**src/rtl/ntt_pkg.sv**
```systemverilog
// Shared definitions for the NTT address/twiddle sequencer: FSM encoding,
// stage-number width, the default transform size and a counter-width helper.
package ntt_pkg;

  typedef enum logic [1:0] {
    ST_IDLE  = 2'd0,
    ST_RUN   = 2'd1,
    ST_DRAIN = 2'd2,
    ST_DONE  = 2'd3
  } state_t;

  localparam int STAGE_W       = 5;
  localparam int DEFAULT_LOG_N = 3;

  // Bits needed to hold the values 0..n-1, never less than one bit.
  function automatic int width_for(input int n);
    return (n < 2) ? 1 : $clog2(n);
  endfunction

endpackage

```
**src/rtl/ntt_addr_gen.sv**
```systemverilog
// Address and twiddle-index sequencer for an in-place radix-2 DIT NTT of
// N = 2^LOG_N points. Emits one butterfly (addr_a, addr_b, tw_idx) per
// valid/ready handshake, stage by stage, with a drain gap between stages so
// the butterfly results land in RAM before the next stage reads them.
// Every output is a register; out_ready only steers the next-state logic.
module ntt_addr_gen
  import ntt_pkg::*;
#(
  parameter int LOG_N        = DEFAULT_LOG_N,
  parameter int DRAIN_CYCLES = 2
) (
  input  logic               clk,
  input  logic               rst_n,
  input  logic               start,
  output logic               busy,
  output logic               done,
  output logic               out_valid,
  input  logic               out_ready,
  output logic [LOG_N-1:0]   addr_a,
  output logic [LOG_N-1:0]   addr_b,
  output logic [LOG_N-2:0]   tw_idx,
  output logic [STAGE_W-1:0] stage,
  output logic               last_in_stage
);

  localparam int KW = LOG_N - 1;                  // butterfly counter width
  localparam int DW = width_for(DRAIN_CYCLES);    // drain counter width

  localparam logic [KW-1:0]      K_LAST     = '1;  // N/2-1
  localparam logic [STAGE_W-1:0] STAGE_LAST = STAGE_W'(LOG_N - 1);
  localparam logic [DW-1:0]      DRAIN_LAST =
    DW'((DRAIN_CYCLES > 0) ? DRAIN_CYCLES - 1 : 0);

  typedef struct packed {
    logic [LOG_N-1:0] a;
    logic [LOG_N-1:0] b;
    logic [KW-1:0]    tw;
  } bfly_t;

  // Butterfly k of stage s: j = k mod 2^s selects the position inside a
  // group, the group index k >> s is spread apart by one extra bit so the
  // pair (a, a + 2^s) never overlaps another group's pair.
  function automatic bfly_t bfly_addr(input logic [STAGE_W-1:0] s,
                                      input logic [KW-1:0]      k);
    logic [LOG_N-1:0]   kk;
    logic [LOG_N-1:0]   half;
    logic [LOG_N-1:0]   mask;
    logic [LOG_N-1:0]   a;
    logic [KW-1:0]      j;
    logic [STAGE_W-1:0] tw_sh;
    kk    = {1'b0, k};
    half  = LOG_N'(1) << s;
    mask  = half - LOG_N'(1);
    a     = ((kk & ~mask) << 1) | (kk & mask);
    j     = KW'(kk & mask);          // j < 2^s <= N/2, fits in KW bits
    tw_sh = STAGE_W'(KW) - s;        // s <= LOG_N-1, never negative
    return '{a: a, b: a | half, tw: j << tw_sh};
  endfunction

  state_t             r_state, w_state_nxt;
  logic [KW-1:0]      r_k, w_k_nxt;
  logic [STAGE_W-1:0] r_stage, w_stage_nxt;
  logic [DW-1:0]      r_drain, w_drain_nxt;
  logic               w_handshake;
  logic               w_stage_end;
  logic               w_run_nxt;
  bfly_t              w_bfly;

  logic               r_valid;
  logic               r_busy;
  logic               r_done;
  logic               r_last;
  logic [LOG_N-1:0]   r_addr_a;
  logic [LOG_N-1:0]   r_addr_b;
  logic [KW-1:0]      r_tw;

  assign w_handshake = r_valid & out_ready;

  // Next-state logic: butterfly counter, drain counter and stage advance.
  always_comb begin
    // NOTE: every signal gets a default before the case so that no path
    // leaves it unassigned, which would otherwise infer a latch.
    w_state_nxt = r_state;
    w_k_nxt     = r_k;
    w_stage_nxt = r_stage;
    w_drain_nxt = r_drain;
    w_stage_end = 1'b0;

    unique case (r_state)
      ST_IDLE: begin
        if (start) begin
          w_state_nxt = ST_RUN;
          w_stage_nxt = '0;
          w_k_nxt     = '0;
        end
      end
      ST_RUN: begin
        if (w_handshake) begin
          if (r_k == K_LAST) begin
            if (DRAIN_CYCLES == 0) begin
              w_stage_end = 1'b1;
            end else begin
              w_state_nxt = ST_DRAIN;
              w_drain_nxt = '0;
            end
          end else begin
            w_k_nxt = r_k + KW'(1);
          end
        end
      end
      ST_DRAIN: begin
        if (r_drain == DRAIN_LAST) begin
          w_stage_end = 1'b1;
        end else begin
          w_drain_nxt = r_drain + DW'(1);
        end
      end
      ST_DONE: begin
        // start is not looked at here: a new transform needs IDLE first.
        w_state_nxt = ST_IDLE;
        w_stage_nxt = '0;
      end
      default: begin
        w_state_nxt = ST_IDLE;
      end
    endcase

    if (w_stage_end) begin
      if (r_stage == STAGE_LAST) begin
        w_state_nxt = ST_DONE;
      end else begin
        w_state_nxt = ST_RUN;
        w_stage_nxt = r_stage + STAGE_W'(1);
        w_k_nxt     = '0;
      end
    end
  end

  // Outputs are computed from the next state so the registered values line
  // up with the registered out_valid; a stalled handshake keeps stage/k, so
  // the addresses hold by construction.
  assign w_run_nxt = (w_state_nxt == ST_RUN);
  assign w_bfly    = bfly_addr(w_stage_nxt, w_k_nxt);

  // State and output registers.
  always_ff @(posedge clk or negedge rst_n) begin
    if (!rst_n) begin
      r_state  <= ST_IDLE;
      r_k      <= '0;
      r_stage  <= '0;
      r_drain  <= '0;
      r_valid  <= 1'b0;
      r_busy   <= 1'b0;
      r_done   <= 1'b0;
      r_last   <= 1'b0;
      r_addr_a <= '0;
      r_addr_b <= '0;
      r_tw     <= '0;
    end else begin
      // NOTE: non-blocking assignments so every register samples the values
      // from before this edge, independent of statement order.
      r_state  <= w_state_nxt;
      r_k      <= w_k_nxt;
      r_stage  <= w_stage_nxt;
      r_drain  <= w_drain_nxt;
      r_valid  <= w_run_nxt;
      r_busy   <= (w_state_nxt != ST_IDLE);
      r_done   <= (w_state_nxt == ST_DONE);
      r_last   <= w_run_nxt && (w_k_nxt == K_LAST);
      r_addr_a <= w_run_nxt ? w_bfly.a  : '0;
      r_addr_b <= w_run_nxt ? w_bfly.b  : '0;
      r_tw     <= w_run_nxt ? w_bfly.tw : '0;
    end
  end

  assign busy          = r_busy;
  assign done          = r_done;
  assign out_valid     = r_valid;
  assign addr_a        = r_addr_a;
  assign addr_b        = r_addr_b;
  assign tw_idx        = r_tw;
  assign stage         = r_stage;
  assign last_in_stage = r_last;

endmodule

```
**config.mk**
```make
export PLATFORM = sky130hd
export DESIGN_NAME = ntt_addr_gen
export DESIGN_NICKNAME = d
export VERILOG_FILES = /design/src/rtl/ntt_pkg.sv /design/src/rtl/ntt_addr_gen.sv
export SDC_FILE = /design/constraint.sdc
export NUM_CORES = 1
export LEC_CHECK = 0
export CAP_MARGIN = 25
export CORE_ASPECT_RATIO = 2
export CORE_UTILIZATION = 25
export DETAILED_ROUTE_END_ITERATION = 12
export DONT_BUFFER_PORTS = 1
export MAX_ROUTING_LAYER = met4
export PLACE_DENSITY = 0.41
export SYNTH_ARGS = -nofsm -noshare
export SYNTH_HDL_FRONTEND = slang
export SYNTH_SLANG_ARGS = --single-unit
```
**constraint.sdc**
```tcl
create_clock -name clk -period 7.2 [get_ports clk]
set_clock_uncertainty 0.15 [all_clocks]
set_input_delay 1.08 -clock clk [delete_from_list [all_inputs] [get_ports clk]]
set_output_delay 1.08 -clock clk [all_outputs]
set_load 0.01 [all_outputs]
```
* After elaboration in Yosys (flattened, before gate mapping)
Index checks and enable logic that the tools add are counted.
W data, S select, Z words.
** Word-level totals
- Register bits after elaboration :: 22
- Output and inout port bits :: 17
- Word-level logic and storage cells :: 64
** Operators by class
- Add/sub/neg operators :: 5
- Eq/ne operators :: 10
- Shifts and indexed selects :: 2
- Mux-type cells :: 25
- Bitwise operators :: 6
- Reduce and logical (&&, ||, !) cells :: 5
** Operator list (number)
- $mux W2 :: 11
- $mux W5 :: 3
- $eq A2 B2 Y1 const B :: 5
- $pmux W5 S2 :: 1
- $mux W3 :: 2
- $or A3 B3 Y3 :: 2
- $pmux W2 S3 :: 1
- $add A5 B1 Y5 const B :: 1
- $eq A5 B2 Y1 const B :: 1
- $mux W1 :: 5
- $shl A1 B5 Y3 const A :: 1
- $shl A2 B5 Y2 :: 1
- $sub A2 B5 Y5 const A :: 1
- $eq A2 B1 Y1 const B :: 2
- $ne A2 B2 Y1 const B :: 2
- $pmux W2 S2 :: 1
- $reduce_bool A2 Y1 :: 2
- $and A2 B3 Y3 :: 1
- $reduce_and A3 Y1 :: 1
- $sub A3 B1 Y3 const B :: 1
- $add A2 B1 Y2 const B :: 1
- $and A2 B2 Y2 :: 1
- $logic_not A2 Y1 :: 1
- $not A2 Y2 :: 1
- 4 further kinds :: 4

* Depth between registers and ports, before layout
- Depth in word-level cells :: 11
- Mapped depth :: 13
- Mapped depth without buffers :: 12

* Least setup slack after synthesis
OpenSTA, ideal clock, no wires.
- Path type :: input-to-reg
- Start :: in start
- End :: reg r_tw[0], in the netlist tw_idx[0]
- Library setup time :: 0.066 ns
- Arrival :: 2.914 ns
- Path slack :: 4.070 ns
- Cell stages on the path :: 10
- Path buffers :: 0
- Cell sequence :: nor2b_1 o22a_2 a21oi_1 inv_1 ha_1 nand2b_1 a41o_1 a211o_1 o22ai_1 and3b_1
** Between the ends
- Cells in the longest elaborated chain, start to end :: 9
- Elaborated cells on any way between the ends :: 18
- Classes of those cells :: add/sub (2); eq/ne (1); shift (2); mux (12); bitwise (1)
** RTL lines
- start: declaration :: RTL line ntt_addr_gen.sv:14 : input logic start,
- $mux W5 :: RTL line ntt_addr_gen.sv:91 : if (start) begin
- $pmux W5 S2 :: RTL line ntt_addr_gen.sv:89 : unique case (r_state)
- $mux W5 :: RTL line ntt_addr_gen.sv:129 : if (r_stage == STAGE_LAST) begin
- $mux W5 :: RTL line ntt_addr_gen.sv:128 : if (w_stage_end) begin
- $shl A1 B5 Y3 :: RTL line ntt_addr_gen.sv:52 : half = LOG_N'(1) << s;
- $sub A3 B1 Y3 :: RTL line ntt_addr_gen.sv:53 : mask = half - LOG_N'(1);
- $and A2 B3 Y3 :: RTL line ntt_addr_gen.sv:55 : j = KW'(kk & mask);
- $shl A2 B5 Y2 :: RTL line ntt_addr_gen.sv:57 : return '{a: a, b: a | half, tw: j << tw_sh};
- $mux W2 * :: RTL line ntt_addr_gen.sv:172 : r_tw <= w_run_nxt ? w_bfly.tw : '0;
- end signal: assignment :: RTL line ntt_addr_gen.sv:172
- end: declaration :: RTL line ntt_addr_gen.sv:75 : logic [KW-1:0] r_tw;
Every way passes the cells marked *; elsewhere a longest branch is shown, timed or not.
A chain may end at the register's enable or synchronous reset.

* Worst setup path after layout
- Start :: reg r_state[0]
- End :: reg r_tw[0], in the netlist tw_idx[0]
** Between the ends
- Cells in the longest elaborated chain, start to end :: 9
- Elaborated cells on any way between the ends :: 23
- Classes of those cells :: add/sub (2); eq/ne (4); shift (2); mux (13); bitwise (1); reduce/logical (1)
** RTL lines
- start: declaration :: RTL line ntt_addr_gen.sv:60 : state_t r_state, w_state_nxt;
- start signal: assignment :: RTL line ntt_addr_gen.sv:162 : r_state <= w_state_nxt;
- $eq A2 B2 Y1 or $logic_not A2 Y1 (tied branches) :: RTL line ntt_addr_gen.sv:89
- $pmux W5 S2 :: RTL line ntt_addr_gen.sv:89
- $mux W5 :: RTL line ntt_addr_gen.sv:129
- $mux W5 :: RTL line ntt_addr_gen.sv:128
- $shl A1 B5 Y3 :: RTL line ntt_addr_gen.sv:52
- $sub A3 B1 Y3 :: RTL line ntt_addr_gen.sv:53
- $and A2 B3 Y3 :: RTL line ntt_addr_gen.sv:55
- $shl A2 B5 Y2 :: RTL line ntt_addr_gen.sv:57
- $mux W2 * :: RTL line ntt_addr_gen.sv:172
Marked as above.

==> results.tsv <==
metric	value	unit
EDFF count, synth	0	
Met2 Routed Length	1940	um
first-pass GRT wire length	5410	um
YS warnings	0	
Cells after DPL	190	
die boundary height	107	um
diodes inserted	0	
layout cells sized above 1	12.8	%
fin cells	193	
grt ovf	0	
Worst-Skew Late Latency	0.26	ns
setup slack, reg-to-reg	3.91	ns
Final Instance Area	1440	sq um
Initial DRT Pass Iterations	8	
Final Cycle Share	45.7	%
top sig layer	met4	
cts repair resizes	0	
DRC viols	1	
PwrDens	324	nW/um^2
total count of hold-check failures in the final report	0	
Hold Buf Count CTS	0	
cell count after synthesis	137	
final hold slack	0.356	ns
vias in the first global route	1095	
vias post-DR	1025	
Area after DPL	1400	sq um
violated checks	design-rule violations	
1st-iter DRT viols	16	
GRT Total Usage	13.3	%
Crit path arrival time	3.34	ns
most common cell after layout, fill and taps aside	dfrtp_1	
Yosys cell types	51	
ys flop type	dfrtp_1	
Reg area	551	sq um
RePlAce Congestion	0.714	
min Tclk post-route	3.29	ns
CORE AREA	5370	sq um
Worst setup EP type	flip-flop	
Num CTS Buffers	3	
Top Family by Delay on Critical Path	compound AO/OA/AOI/OAI gates	
critical path class	flip-flop to flip-flop	
# IOs	21	
metal3 WL	131	um
Mapped Nets	148	
fillcell total	592	
register area share after synthesis	39.7	%
TritonCTS clock tree	built	
nets	146	
worst vdd ir	0.210	mV
Layout area overhead	3.97	%
setup violators final	0	
M1 WL	1160	um
# H-tree levels	1	
Max Cap Viol	0	
port buffer count	0	
CP peak stage delay	0.43	ns
chip width	54.7	um
unrepaired setup endpoints after global routing	false	
Power Total	0.467	mW
initial antenna violation count	0	
Setup Fix Bufs, Post-CTS	0	
Reg clk slew, reported paths	0.08	ns
routed wire length	3300	um
CTS max path bufs	2	
HPWL Detailed	2630	um
full die area	5870	sq um
commonest cells after routing, fill and taps aside	22 x dfrtp_1, 10 x inv_1, 8 x nand2_1	
Worst setup SP type	flip-flop	
worst-margin pin slew	0.572	ns
Final Max Slew Viols	0	
Req. time, crit path	7.25	ns
Post-Syn Area per Cell	10.1	sq um
largest net degree at the start of global routing	23	
multi-input logic area	738	sq um
Cell Chain, Critical Path	inv_1 -> ha_1 -> nand2_1 -> o22a_2 -> a21oi_1 -> inv_1 -> ha_1 -> nand2b_1 -> a41o_1 -> a211o_1 -> o22ai_1 -> and3b_1	
Clock Sinks	22	
critical-path maximum fanout	11	
routed wire length per instance	17.1	um
DRT antenna net count	0	
root buf cell	clkbuf_8	
Vias/cell	5.31	
Fin Setup TNS	0	ns
fmax	304	MHz
LEAKAGE	0.650	nW
outcome	finished with violations	
hold crit path type	input port to async pin	
Max-slew headroom	61.6	%
row count	38	
fraction of registers with async set/reset	100	%
slowest cell on the critical path	a21oi_1	
initial core utilization	25.8	%
Mapped Area	1390	sq um
Seq cells post-synth	22	
WP buf/inv	2	
-- kinds of logic after synthesis --
kind of cell / synth area share (%)
DFF: 39.7
buffers and inverters: 7.12
adders and majority gates: 6.31
AOI/OAI and AO/OA: 18.5
and+or+nand+nor: 25.0
xor gates and xnor gates: 1.26
muxes: 2.16
-- flip-flops by register name (all words and copies together) (netlist names), 2 cells and up --
signal	cells
r_k	2
tw_idx	2
addr_b	3
stage	5
addr_a	3
r_state	2
-- power breakdown --
group | leakage [nW] | total, mW | internal, mW | switching (mW)
combinational | 0.337 | 0.197 | 0.0699 | 0.127
sequential | 0.291 | 0.195 | 0.159 | 0.0357
clock | 0.0216 | 0.0756 | 0.0373 | 0.0383
-- routing by layer --
layer	vias to the layer above	global-route usage, %
li1	490	-
met1	505	12.9
met2	24	23.7
met3	6	2.54
met4	0	5.86
met5	-	-
-- per-stage QoR --
step	utilization, %	setup WS [ns]
global placement	26.1	3.92
detailed placement	26.1	3.87
global route	26.9	3.66
finish	26.9	3.91
CTS	26.9	3.88
floorplan	-	4.07
-- path summary, 6_finish.rpt --
| kind | start | end | depth (start not counted) |
|---|---|---|---|
| min in group clk | r_drain | r_drain | 2 |
| worst min register to register | r_drain | r_drain | 2 |
| worst max-delay path | r_state[0] | tw_idx[0] | 12 |
| worst max register to register | r_state[0] | tw_idx[0] | 12 |
| max in group asynchronous | rst_n | stage[2] | 0 |
| worst min-delay path | rst_n | addr_a[2] | 0 |
-- Yosys cell counts, drive strengths merged (2+ instances only) --
master | instances | share of area [%]
and3 | 5 | 2.4
nor4b | 3 | 3.0
a211o | 2 | 1.3
clkbuf | 4 | 2.0
inv | 10 | 2.7
o211ai | 2 | 1.1
o22ai | 4 | 1.8
ha | 7 | 6.3
nor3 | 6 | 2.2
and2 | 3 | 1.4
nand3 | 5 | 1.8
buf | 3 | 2.4
mux2i | 3 | 2.2
dfrtp | 22 | 40
nand2b | 5 | 2.8
o21ai | 5 | 1.8
nand2 | 8 | 2.2
nor2b | 3 | 1.4
a311oi | 3 | 2.8
or3 | 2 | 1.4
a31oi | 4 | 2.9
a21oi | 6 | 2.2
nor2 | 5 | 1.5
-- cell type report --
cell class	instances	area share [%]
clock buffers	3	2.86
inverters	10	2.60
multi-input cells	98	51.2
flip-flops and latches	22	38.2
well taps	60	5.20
Power figures use the tool's default switching activity.
